File: src/rtl/mc_fir_engine_if.sv
// ============================================================================
// Module      : mc_fir_engine_if
// Description : Stream, tap-write and control bundle for mc_fir_engine.
//               slave modport  = engine side, master modport = client side.
//               Input side : i_valid/o_ready, i_chan, i_sample
//               Tap writes : i_tap_wr, i_tap_chan, i_tap_addr, i_tap_data
//               Control    : i_out_len, i_flush, o_busy, o_flush_done
//               Output side: o_valid/i_ready, o_chan, o_result, o_last, o_sat
// Revision    : 1.0 - initial release
// ============================================================================
`default_nettype none

interface mc_fir_engine_if #(
    parameter int NCH   = 2,
    parameter int NTAPS = 8,
    parameter int IW    = 12,
    parameter int TW    = 12,
    parameter int OW    = IW + TW + $clog2(NTAPS),
    parameter int CW    = (NCH > 1) ? $clog2(NCH) : 1,
    parameter int AW    = (NTAPS > 1) ? $clog2(NTAPS) : 1
);
    logic                 i_valid;
    logic                 o_ready;
    logic [CW-1:0]        i_chan;
    logic signed [IW-1:0] i_sample;

    logic                 i_tap_wr;
    logic [CW-1:0]        i_tap_chan;
    logic [AW-1:0]        i_tap_addr;
    logic signed [TW-1:0] i_tap_data;

    logic [15:0]          i_out_len;
    logic                 i_flush;

    logic                 o_valid;
    logic                 i_ready;
    logic [CW-1:0]        o_chan;
    logic signed [OW-1:0] o_result;
    logic                 o_last;
    logic                 o_sat;
    logic                 o_busy;
    logic                 o_flush_done;

    modport slave (
        input  i_valid, i_chan, i_sample,
        input  i_tap_wr, i_tap_chan, i_tap_addr, i_tap_data,
        input  i_out_len, i_flush, i_ready,
        output o_ready, o_valid, o_chan, o_result, o_last, o_sat,
        output o_busy, o_flush_done
    );

    modport master (
        output i_valid, i_chan, i_sample,
        output i_tap_wr, i_tap_chan, i_tap_addr, i_tap_data,
        output i_out_len, i_flush, i_ready,
        input  o_ready, o_valid, o_chan, o_result, o_last, o_sat,
        input  o_busy, o_flush_done
    );
endinterface

`default_nettype wire

File: src/rtl/mc_fir_engine.sv
// ============================================================================
// Module      : mc_fir_engine
// Description : Multi-channel time-multiplexed FIR engine. NCH channels share
//               one parallel multiplier array; each channel owns a delay line
//               and a runtime-writable tap bank. Two-stage pipeline
//               (products, then adder tree) with valid/ready on both sides,
//               per-channel frame counters driving o_last, and a zero-
//               injection flush sequence (RUN -> FLUSH -> DRAIN -> RUN).
// Ports       : i_clk      - clock, rising edge
//               i_reset_n  - asynchronous active-low reset
//               bus        - mc_fir_engine_if.slave (stream, taps, control)
// Options     : FIR_SAT_EN - when defined, results are clipped to IW+TW
//               signed bits and o_sat flags the clip; otherwise the result
//               is full precision and o_sat is 0.
// Revision    : 1.0 - initial release
// ============================================================================
`default_nettype none

module mc_fir_engine #(
    parameter int NCH   = 2,
    parameter int NTAPS = 8,
    parameter int IW    = 12,
    parameter int TW    = 12,
    parameter int OW    = IW + TW + $clog2(NTAPS),
    parameter int CW    = (NCH > 1) ? $clog2(NCH) : 1,
    parameter int AW    = (NTAPS > 1) ? $clog2(NTAPS) : 1
) (
    input  wire logic      i_clk,
    input  wire logic      i_reset_n,
    mc_fir_engine_if.slave bus
);

    localparam int PW = IW + TW;                               // product width
    localparam int RW = (NTAPS > 2) ? $clog2(NTAPS - 1) : 1;   // flush round width

    localparam logic [1:0] c_ST_RUN   = 2'd0;
    localparam logic [1:0] c_ST_FLUSH = 2'd1;
    localparam logic [1:0] c_ST_DRAIN = 2'd2;

    localparam logic [RW-1:0] c_LAST_ROUND = RW'(NTAPS - 2);
    localparam logic [CW-1:0] c_LAST_CH    = CW'(NCH - 1);

    logic [1:0]           r_state;
    logic [1:0]           w_state_nxt;
    logic                 w_flush_done_nxt;
    logic                 r_flush_done;

    logic                 w_adv;
    logic                 w_ready;
    logic                 w_accept;
    logic                 w_inject;
    logic                 w_ld;
    logic                 w_ld_force;
    logic [CW-1:0]        w_ld_chan;
    logic signed [IW-1:0] w_ld_sample;
    logic                 w_chan_ok;
    logic                 w_tap_chan_ok;
    logic                 w_tap_addr_ok;

    logic [CW-1:0]        r_inj_ch;
    logic [RW-1:0]        r_round;

    logic signed [IW-1:0] r_hist [NCH][NTAPS-1];
    logic signed [TW-1:0] r_tap  [NCH][NTAPS];
    logic signed [PW-1:0] w_prod [NTAPS];
    logic signed [PW-1:0] r_prod [NTAPS];

    logic                 r_s1_valid;
    logic                 r_s1_force;
    logic [CW-1:0]        r_s1_chan;

    logic signed [OW-1:0] w_sum;
    logic signed [OW-1:0] w_res;
    logic                 w_sat;

    logic                 r_valid;
    logic [CW-1:0]        r_chan;
    logic signed [OW-1:0] r_result;
    logic                 r_sat;
    logic                 r_force;
    logic                 w_last;
    logic [15:0]          r_cnt [NCH];

    // ------------------------------------------------------------------------
    // Range checks: when NCH / NTAPS fill their index width every code is
    // legal, so the comparison is dropped rather than left constant.
    // ------------------------------------------------------------------------
    generate
        if (NCH == (1 << CW)) begin : g_chan_full
            assign w_chan_ok     = 1'b1;
            assign w_tap_chan_ok = 1'b1;
        end else begin : g_chan_chk
            assign w_chan_ok     = (bus.i_chan < CW'(NCH));
            assign w_tap_chan_ok = (bus.i_tap_chan < CW'(NCH));
        end
        if (NTAPS == (1 << AW)) begin : g_addr_full
            assign w_tap_addr_ok = 1'b1;
        end else begin : g_addr_chk
            assign w_tap_addr_ok = (bus.i_tap_addr < AW'(NTAPS));
        end
    endgenerate

    // ------------------------------------------------------------------------
    // Handshake and stage-1 load source (external sample or flush zero)
    // ------------------------------------------------------------------------
    assign w_adv       = !r_valid || bus.i_ready;
    assign w_ready     = w_adv && (r_state == c_ST_RUN);
    assign w_accept    = bus.i_valid && w_ready;
    assign w_inject    = w_adv && (r_state == c_ST_FLUSH);
    assign w_ld_chan   = w_inject ? r_inj_ch : bus.i_chan;
    assign w_ld_sample = w_inject ? '0 : bus.i_sample;
    // Out-of-range channels still take the handshake but load nothing.
    assign w_ld        = w_inject || (w_accept && w_chan_ok);
    // The last flush round carries each channel's final flushed output.
    assign w_ld_force  = w_inject && (r_round == c_LAST_ROUND);

    // ------------------------------------------------------------------------
    // Flush FSM
    // ------------------------------------------------------------------------
    always_ff @(posedge i_clk or negedge i_reset_n) begin
        if (!i_reset_n) begin
            r_state      <= c_ST_RUN;
            r_flush_done <= 1'b0;
        end else begin
            r_state      <= w_state_nxt;
            r_flush_done <= w_flush_done_nxt;
        end
    end

    always_comb begin
        w_state_nxt      = r_state;
        w_flush_done_nxt = 1'b0;
        case (r_state)
            c_ST_RUN: begin
                if (bus.i_flush) w_state_nxt = c_ST_FLUSH;
            end
            c_ST_FLUSH: begin
                if (w_inject && (r_round == c_LAST_ROUND) && (r_inj_ch == c_LAST_CH))
                    w_state_nxt = c_ST_DRAIN;
            end
            c_ST_DRAIN: begin
                // Stage 1 empty and the output register already handshaken.
                if (!r_s1_valid && !r_valid) begin
                    w_state_nxt      = c_ST_RUN;
                    w_flush_done_nxt = 1'b1;
                end
            end
            default: w_state_nxt = c_ST_RUN;
        endcase
    end

    // Injection position: channel rotates fastest, round counts passes.
    always_ff @(posedge i_clk or negedge i_reset_n) begin
        if (!i_reset_n) begin
            r_inj_ch <= '0;
            r_round  <= '0;
        end else if ((r_state == c_ST_RUN) && bus.i_flush) begin
            r_inj_ch <= '0;
            r_round  <= '0;
        end else if (w_inject) begin
            if (r_inj_ch == c_LAST_CH) begin
                r_inj_ch <= '0;
                r_round  <= r_round + 1'b1;
            end else begin
                r_inj_ch <= r_inj_ch + 1'b1;
            end
        end
    end

    // ------------------------------------------------------------------------
    // Tap banks: writable every cycle, independent of the stall state
    // ------------------------------------------------------------------------
    always_ff @(posedge i_clk or negedge i_reset_n) begin
        if (!i_reset_n) begin
            for (int c = 0; c < NCH; c++) begin
                for (int k = 0; k < NTAPS; k++) begin
                    r_tap[c][k] <= (k == 0) ? TW'(1) : '0;
                end
            end
        end else if (bus.i_tap_wr && w_tap_chan_ok && w_tap_addr_ok) begin
            r_tap[bus.i_tap_chan][bus.i_tap_addr] <= bus.i_tap_data;
        end
    end

    // ------------------------------------------------------------------------
    // Delay lines hold the NTAPS-1 previous samples; the incoming sample is
    // tap 0 and feeds the multipliers directly.
    // ------------------------------------------------------------------------
    always_ff @(posedge i_clk or negedge i_reset_n) begin
        if (!i_reset_n) begin
            for (int c = 0; c < NCH; c++) begin
                for (int k = 0; k < NTAPS - 1; k++) begin
                    r_hist[c][k] <= '0;
                end
            end
        end else if (w_ld) begin
            r_hist[w_ld_chan][0] <= w_ld_sample;
            for (int k = 1; k < NTAPS - 1; k++) begin
                r_hist[w_ld_chan][k] <= r_hist[w_ld_chan][k-1];
            end
        end
    end

    always_comb begin
        w_prod[0] = PW'(w_ld_sample) * PW'(r_tap[w_ld_chan][0]);
        for (int k = 1; k < NTAPS; k++) begin
            w_prod[k] = PW'(r_hist[w_ld_chan][k-1]) * PW'(r_tap[w_ld_chan][k]);
        end
    end

    // Stage 1: registered products
    always_ff @(posedge i_clk or negedge i_reset_n) begin
        if (!i_reset_n) begin
            r_s1_valid <= 1'b0;
            r_s1_force <= 1'b0;
            r_s1_chan  <= '0;
            for (int k = 0; k < NTAPS; k++) r_prod[k] <= '0;
        end else if (w_adv) begin
            r_s1_valid <= w_ld;
            if (w_ld) begin
                r_s1_force <= w_ld_force;
                r_s1_chan  <= w_ld_chan;
                for (int k = 0; k < NTAPS; k++) r_prod[k] <= w_prod[k];
            end
        end
    end

    // ------------------------------------------------------------------------
    // Adder tree: products sign-extended to OW, which cannot overflow.
    // ------------------------------------------------------------------------
    always_comb begin
        w_sum = '0;
        for (int k = 0; k < NTAPS; k++) begin
            w_sum = w_sum + OW'(r_prod[k]);
        end
    end

`ifdef FIR_SAT_EN
    // In range iff bits [OW-1:PW-1] are all copies of the sign bit.
    always_comb begin
        w_res = w_sum;
        w_sat = 1'b0;
        if (w_sum[OW-1:PW-1] != {(OW-PW+1){w_sum[OW-1]}}) begin
            w_sat = 1'b1;
            w_res = w_sum[OW-1] ? {{(OW-PW+1){1'b1}}, {(PW-1){1'b0}}}
                                : {{(OW-PW+1){1'b0}}, {(PW-1){1'b1}}};
        end
    end
`else
    assign w_res = w_sum;
    assign w_sat = 1'b0;
`endif

    // Stage 2: output register, held while the consumer stalls
    always_ff @(posedge i_clk or negedge i_reset_n) begin
        if (!i_reset_n) begin
            r_valid  <= 1'b0;
            r_chan   <= '0;
            r_result <= '0;
            r_sat    <= 1'b0;
            r_force  <= 1'b0;
        end else if (w_adv) begin
            r_valid <= r_s1_valid;
            if (r_s1_valid) begin
                r_chan   <= r_s1_chan;
                r_result <= w_res;
                r_sat    <= w_sat;
                r_force  <= r_s1_force;
            end
        end
    end

    // ------------------------------------------------------------------------
    // Frame counters: o_last is derived from the held output's channel count,
    // so it stays stable while stalled.
    // ------------------------------------------------------------------------
    assign w_last = r_valid &&
                    (r_force ||
                     ((bus.i_out_len != 16'd0) && ((r_cnt[r_chan] + 16'd1) == bus.i_out_len)));

    always_ff @(posedge i_clk or negedge i_reset_n) begin
        if (!i_reset_n) begin
            for (int c = 0; c < NCH; c++) r_cnt[c] <= 16'd0;
        end else if (r_valid && bus.i_ready) begin
            r_cnt[r_chan] <= w_last ? 16'd0 : (r_cnt[r_chan] + 16'd1);
        end
    end

    assign bus.o_ready      = w_ready;
    assign bus.o_valid      = r_valid;
    assign bus.o_chan       = r_chan;
    assign bus.o_result     = r_result;
    assign bus.o_last       = w_last;
    assign bus.o_sat        = r_sat;
    assign bus.o_busy       = (r_state != c_ST_RUN);
    assign bus.o_flush_done = r_flush_done;

endmodule

`default_nettype wire

File: src/flat_wrapper.sv
// flat-port wrapper written by rule: the top's interface ports become plain ports
module mc_fir_engine_flat 
#(
    parameter int NCH   = 2,
    parameter int NTAPS = 8,
    parameter int IW    = 12,
    parameter int TW    = 12,
    parameter int OW    = IW + TW + $clog2(NTAPS),
    parameter int CW    = (NCH > 1) ? $clog2(NCH) : 1,
    parameter int AW    = (NTAPS > 1) ? $clog2(NTAPS) : 1
)
  (i_clk, i_reset_n, bus_i_valid, bus_i_chan, bus_i_sample, bus_i_tap_wr, bus_i_tap_chan, bus_i_tap_addr, bus_i_tap_data, bus_i_out_len, bus_i_flush, bus_i_ready, bus_o_ready, bus_o_valid, bus_o_chan, bus_o_result, bus_o_last, bus_o_sat, bus_o_busy, bus_o_flush_done);
  mc_fir_engine_if #(.NCH(NCH), .NTAPS(NTAPS), .IW(IW), .TW(TW), .OW(OW), .CW(CW), .AW(AW)) bus_i ();
  input  wire logic i_clk;
  input  wire logic i_reset_n;
  input wire logic [$bits(bus_i.i_valid)-1:0] bus_i_valid;
  input wire logic [$bits(bus_i.i_chan)-1:0] bus_i_chan;
  input wire logic [$bits(bus_i.i_sample)-1:0] bus_i_sample;
  input wire logic [$bits(bus_i.i_tap_wr)-1:0] bus_i_tap_wr;
  input wire logic [$bits(bus_i.i_tap_chan)-1:0] bus_i_tap_chan;
  input wire logic [$bits(bus_i.i_tap_addr)-1:0] bus_i_tap_addr;
  input wire logic [$bits(bus_i.i_tap_data)-1:0] bus_i_tap_data;
  input wire logic [$bits(bus_i.i_out_len)-1:0] bus_i_out_len;
  input wire logic [$bits(bus_i.i_flush)-1:0] bus_i_flush;
  input wire logic [$bits(bus_i.i_ready)-1:0] bus_i_ready;
  output wire logic [$bits(bus_i.o_ready)-1:0] bus_o_ready;
  output wire logic [$bits(bus_i.o_valid)-1:0] bus_o_valid;
  output wire logic [$bits(bus_i.o_chan)-1:0] bus_o_chan;
  output wire logic [$bits(bus_i.o_result)-1:0] bus_o_result;
  output wire logic [$bits(bus_i.o_last)-1:0] bus_o_last;
  output wire logic [$bits(bus_i.o_sat)-1:0] bus_o_sat;
  output wire logic [$bits(bus_i.o_busy)-1:0] bus_o_busy;
  output wire logic [$bits(bus_i.o_flush_done)-1:0] bus_o_flush_done;
  assign bus_i.i_valid = bus_i_valid;
  assign bus_i.i_chan = bus_i_chan;
  assign bus_i.i_sample = bus_i_sample;
  assign bus_i.i_tap_wr = bus_i_tap_wr;
  assign bus_i.i_tap_chan = bus_i_tap_chan;
  assign bus_i.i_tap_addr = bus_i_tap_addr;
  assign bus_i.i_tap_data = bus_i_tap_data;
  assign bus_i.i_out_len = bus_i_out_len;
  assign bus_i.i_flush = bus_i_flush;
  assign bus_i.i_ready = bus_i_ready;
  assign bus_o_ready = bus_i.o_ready;
  assign bus_o_valid = bus_i.o_valid;
  assign bus_o_chan = bus_i.o_chan;
  assign bus_o_result = bus_i.o_result;
  assign bus_o_last = bus_i.o_last;
  assign bus_o_sat = bus_i.o_sat;
  assign bus_o_busy = bus_i.o_busy;
  assign bus_o_flush_done = bus_i.o_flush_done;
  mc_fir_engine #(.NCH(NCH), .NTAPS(NTAPS), .IW(IW), .TW(TW), .OW(OW), .CW(CW), .AW(AW)) u_core (.i_clk(i_clk), .i_reset_n(i_reset_n), .bus(bus_i));
endmodule
File: config.mk
export PLATFORM = sky130hd
export DESIGN_NAME = mc_fir_engine_flat
export DESIGN_NICKNAME = d
export VERILOG_FILES = /design/src/rtl/mc_fir_engine_if.sv /design/src/rtl/mc_fir_engine.sv /design/src/flat_wrapper.sv
export SDC_FILE = /design/constraint.sdc
export NUM_CORES = 2
export LEC_CHECK = 0
export CORE_MARGIN = 8
export CORE_UTILIZATION = 32
export DETAILED_ROUTE_END_ITERATION = 8
export GPL_ROUTABILITY_DRIVEN = 0
export PLACE_DENSITY_LB_ADDON = 0.05
export SETUP_SLACK_MARGIN = 0.02
export SLEW_MARGIN = 10
export SYNTH_ARGS = -nofsm -noshare
export SYNTH_HDL_FRONTEND = slang
export SYNTH_SLANG_ARGS = --single-unit
File: constraint.sdc
create_clock -name i_clk -period 24.3 [get_ports i_clk]
set_input_delay 2.43 -clock i_clk [delete_from_list [all_inputs] [get_ports i_clk]]
set_output_delay 2.43 -clock i_clk [all_outputs]
set_load 0.05 [all_outputs]
# Word-level counts from Yosys, hierarchy flattened
# Index checks and enable logic that the tools add are counted.
# word_totals
register_bits,624
inputBits,51
output_inout_bits,34
elab_cells,169
# op_classes
addsub,10
multipliers,8
n_lt_le_gt_ge,8
eq_ne,7
mux,53
bitwise_logic,4
n_reduce_logical,28
# op_table
cell,count
168-bit bitwise mux,7
84-bit demux with 1-bit select,7
96-bit 2-to-1 mux,4
84-bit 2-to-1 mux,4
192-bit bitwise mux,1
12-bit by 12-bit multiplier with 24-bit output,8
27-bit by 24-bit adder with 27-bit output,5
96-bit demux with 1-bit select,1
16-bit 2-to-1 mux,5
72-bit 2-to-1 mux,1
60-bit 2-to-1 mux,1
48-bit 2-to-1 mux,1
12-bit demux with 3-bit select,1
12-bit 2-to-1 mux,3
36-bit 2-to-1 mux,1
32-bit bitwise mux,1
25-bit by 24-bit adder with 26-bit output,1
24-bit by 24-bit adder with 25-bit output,1
24-bit 2-to-1 mux,1
16-bit by 1-bit adder with 16-bit output (second input constant),1
16-bit demux with 1-bit select,1
16-bit equality test,1
16-bit nonzero test,1
1-bit logical AND,14
23 further kinds,46

# Logic depth before layout (Yosys ltp)
# depth
depth_word,16
depth_mapped,30

# Least setup slack after synthesis
# OpenSTA, ideal clock, no wires.
# synth_path
path_kind,in2reg
from,in bus_i_ready
to,reg u_core.r_prod[46] (netlist name)
t_arrival_ns,9.460
path_slack_ns,14.711
stages,28
n_path_buf,3
cell_sequence,nor2b_1 > nor2_1 > nand2_1 > a21boi_1 > buf_2 > buf_1 > buf_1 > mux2i_1 > nor2_1 > fa_1 > inv_1 > fa_1 > inv_1 > fa_1 > fa_1 > inv_1 > fa_1 > inv_1 > ha_1 > and2_1 > a22o_1 > a311o_1 > o31ai_1 > o21ai_0 > or4_1 > a31oi_1 > xor2_1 > o21ai_1
# synth_between
elab_chain_cells,8
# synth_rtl
item,line_no,text
start: declaration,flat_wrapper.sv:25,input wire logic [$bits(bus_i.i_ready)-1:0] bus_i_ready;
1-bit logical OR (*),mc_fir_engine.sv:106,assign w_adv = !r_valid || bus.i_ready;
1-bit logical AND,mc_fir_engine.sv:109,assign w_inject = w_adv && (r_state == c_ST_FLUSH);
1-bit 2-to-1 mux,mc_fir_engine.sv:110,assign w_ld_chan = w_inject ? r_inj_ch : bus.i_chan;
1-bit NOT with 2-bit output (not written as such),mc_fir_engine.sv:207,w_prod[k] = PW'(r_hist[w_ld_chan][k-1]) * PW'(r_tap[w_ld_chan][k]);
84-bit 2-to-1 mux or 96-bit 2-to-1 mux (tied branches) (3 in a row),--,
12-bit by 12-bit multiplier with 24-bit output,mc_fir_engine.sv:207,
end: declaration,mc_fir_engine.sv:66,logic signed [PW-1:0] r_prod [NTAPS];
# Every way passes the cells marked *; elsewhere a longest branch is shown, timed or not. The select of a mux whose other input is x is not followed.
# A chain may end at the register's enable or synchronous reset.

# Final worst setup path
# Same ends and word-level chain as after synthesis.

==> impl_metrics.env <==
export IMPL_min_period_ns=11.71
export IMPL_cts_root_buf="clkbuf_16"
export IMPL_cp_common_cell="fa_1"
export IMPL_routed_wl_um=251000
export IMPL_place_worst_setup_slack_ns=11.86
export IMPL_grt_usage_pct=20.2
export IMPL_synth_top_flop_cell="dfrtp_1"
export IMPL_muxShareOfSynthArea_pct=8.87
export IMPL_synth_simple_area_share_pct=12.1
export IMPL_synth_top_family_by_area="adder cells"
export IMPL_worst_slack_ns=12.59
export IMPL_first_pass_iters=7
export IMPL_drive_above_1_share_pct=8.91
export IMPL_synthesis_area_um2=74400
export IMPL_die_area_um2=248000
export IMPL_grt_pass1_wl_um=378000
export IMPL_synth_largest_area_cell="fa_1"
export IMPL_tritoncts="built"
export IMPL_vias=51900
export IMPL_clkTransAtPathRegs_ns=0.07
export IMPL_cts_htree_levels=3
export IMPL_ys_warn_count=0
export IMPL_synth_fa_ha_area_share_pct=40.8
export IMPL_post_cts_buffers=0
export IMPL_syn_area_per_cell_um2=9.64
export IMPL_start_kind="input pin"
export IMPL_cap_violations=0
export IMPL_drt_iter0_markers=3029
export IMPL_critical_path_reg2reg_startpoint="u_core.bus.o_valid"
export IMPL_setup_violations=0
export IMPL_synth_cells=7717
export IMPL_synth_edf_count=0
export IMPL_design_area_um2=81800
export IMPL_core_region_area_um2=232000
export IMPL_slew_headroom_pct=26.3
export IMPL_yosysTopAreaCellShare_pct=33.1
export IMPL_ctsResizeCount=0
export IMPL_ys_seq_elements=624
export IMPL_io_buffers=83
export IMPL_seq_area_frac_synth_pct=21.0
export IMPL_async_flop_share_pct=100
export IMPL_fin_crit_sh_pct=48.2
export IMPL_fin_skew_ns=0.0392
export IMPL_die_h_um=498
export IMPL_final_common_cell="inv_1"
export IMPL_syn_nets=9458
export IMPL_ctsHoldBuffers=0
export IMPL_dieWidth_um=498
export IMPL_cts_buffers=85
export IMPL_clock_latency_ns=0.72
export IMPL_final_cell_mix="1485 x inv_1, 1283 x nand2_1, 1230 x fa_1"
export IMPL_fin_tns_setup_ns=0
export IMPL_worst_setup_path_type="input pin to flip-flop"
export IMPL_start_util_pct=32.1
export IMPL_row_count=177
export IMPL_whs_ns=0.473
export IMPL_outcome="finished, final reports clean"
export IMPL_grt_util_met2_pct=33.8
export IMPL_io_pins=85
export IMPL_clk_path_buf_depth=3
export IMPL_grt_use_met1_pct=28.8
export IMPL_drcViolationCount=0
export IMPL_fmax_mhz=85.4
export IMPL_reg2reg_slack_ns=14.43
export IMPL_viasPerCell=4.78
export IMPL_fin_nets=9485
export IMPL_area_delta_synth_final_pct=9.92
export IMPL_use_met3_pct=1.80
export IMPL_cp_max_fo=128
export IMPL_busiest_layer="met2"
export IMPL_detail_route_antenna_nets=0
export IMPL_yosysUniqueCellTypes=75
export IMPL_cts_sink_count=624
export IMPL_grt_max_degree=175
export IMPL_synth_compound_area_share_pct=5.50
export IMPL_fillers=23900
export IMPL_synth_area_top_cells="fa_1 33%, dfrtp_1 21%, ha_1 7.7%, inv_1 7.5%, mux2_2 6.8%"
export IMPL_antenna_found_initial=12
export IMPL_drv_slew=0
export IMPL_tightest_slew_ns=1.08
export IMPL_hold_depth=2
export IMPL_hold_viol_final=0
export IMPL_hpwl_um=205000
export IMPL_r2r_cells=27
export IMPL_dpl_cell_area_um2=78800
export IMPL_drt_wirelength_per_cell_um=23.1
export IMPL_critPathArrivalTime_ns=12.29
export IMPL_synth_xor_area_share_pct=3.08
export IMPL_cp_startpoint="bus_i_ready"
export IMPL_rsz0062_at_grt="no"
export IMPL_slowest_delay_ns=0.68
export IMPL_gr_total_overflow=0
export IMPL_hold_path_startpoint="u_core.bus.o_result[15]"
export IMPL_critPathCaptureType="flip-flop"
export IMPL_crit_required_ns=24.89
export IMPL_grt_pass1_vias=55700
export IMPL_min_path_type="flip-flop to flip-flop"
export IMPL_cp_slowest_cell="buf_4"
[critical path: cells and delay by family]
family / cells / cell delay (ns)
simple gates: 5 / 1.57
mux: 1 / 0.61
buf+inv: 8 / 2.55
xor+xnor: 1 / 0.16
compound gates: 7 / 1.84
fa+ha+maj: 6 / 2.88
[cell usage after synthesis (74+ instances only)]
master,n
a21oi_1,193
and2_1,74
clkbuf_1,148
dfrtp_1,622
fa_1,1230
ha_1,460
inv_1,1485
mux2_2,449
mux2i_1,154
nand2_1,1286
nor2_1,526
o21ai_0,218
xnor2_1,150
xor2_1,99
[path summary, 6_finish.rpt]
kind | end
setup / recovery | u_core.r_prod[46]
hold / removal | u_core.bus.o_result[15]
setup reg to reg | u_core.r_prod[46]
hold reg to reg | u_core.bus.o_result[15]
max in group asynchronous | u_core.r_tap[117]
min in group asynchronous | u_core.r_cnt[29]
[area by class of cell]
type	instances	area [um2]	area share, %
Antenna cell	4	10.0	0.0122
Clock inverter	36	533	0.652
Multi-Input combinational cell	5402	52500	64.2
Tap cell	3043	3810	4.66
Timing Repair Buffer	145	1340	1.64
Clock buffer	118	2410	2.95
Sequential cell	624	15600	19.1
Inverter	1486	5580	6.82
[sequential cells by signal, indices dropped and copies added (netlist names), 2 cells and up]
| signal | flops |
|---|---|
| u_core.bus.o_result | 27 |
| u_core.r_cnt | 32 |
| u_core.r_hist | 168 |
| u_core.r_prod | 192 |
| u_core.r_round | 3 |
| u_core.r_state | 2 |
| u_core.r_tap | 192 |
[cells by family after synthesis]
family / Yosys count
other: 1
buffers and inverters: 1691
multiplexers: 603
AO/OA/AOI/OAI: 681
adder cells (fa/ha/maj): 1690
AND/OR/NAND/NOR: 2173
flip-flops: 624
XOR/XNOR: 254
[layer usage]
layer	part of all wire [%]	vias up
li1	-	24000
met1	48	27000
met2	48	765
met3	2.7	179
met4	2.0	0
met5	0	-
[per-stage QoR]
stage / utilization (%) / std cells
after floorplan: - / 7717
after global placement: 34.0 / 10700
after detailed placement: 34.0 / 10700
after CTS: 35.3 / 10900
after global routing: 35.3 / 10900
final: 35.3 / 10900
Power is not shown: default switching activity piles up to over one toggle a cycle in this logic, so the estimate is an artifact.
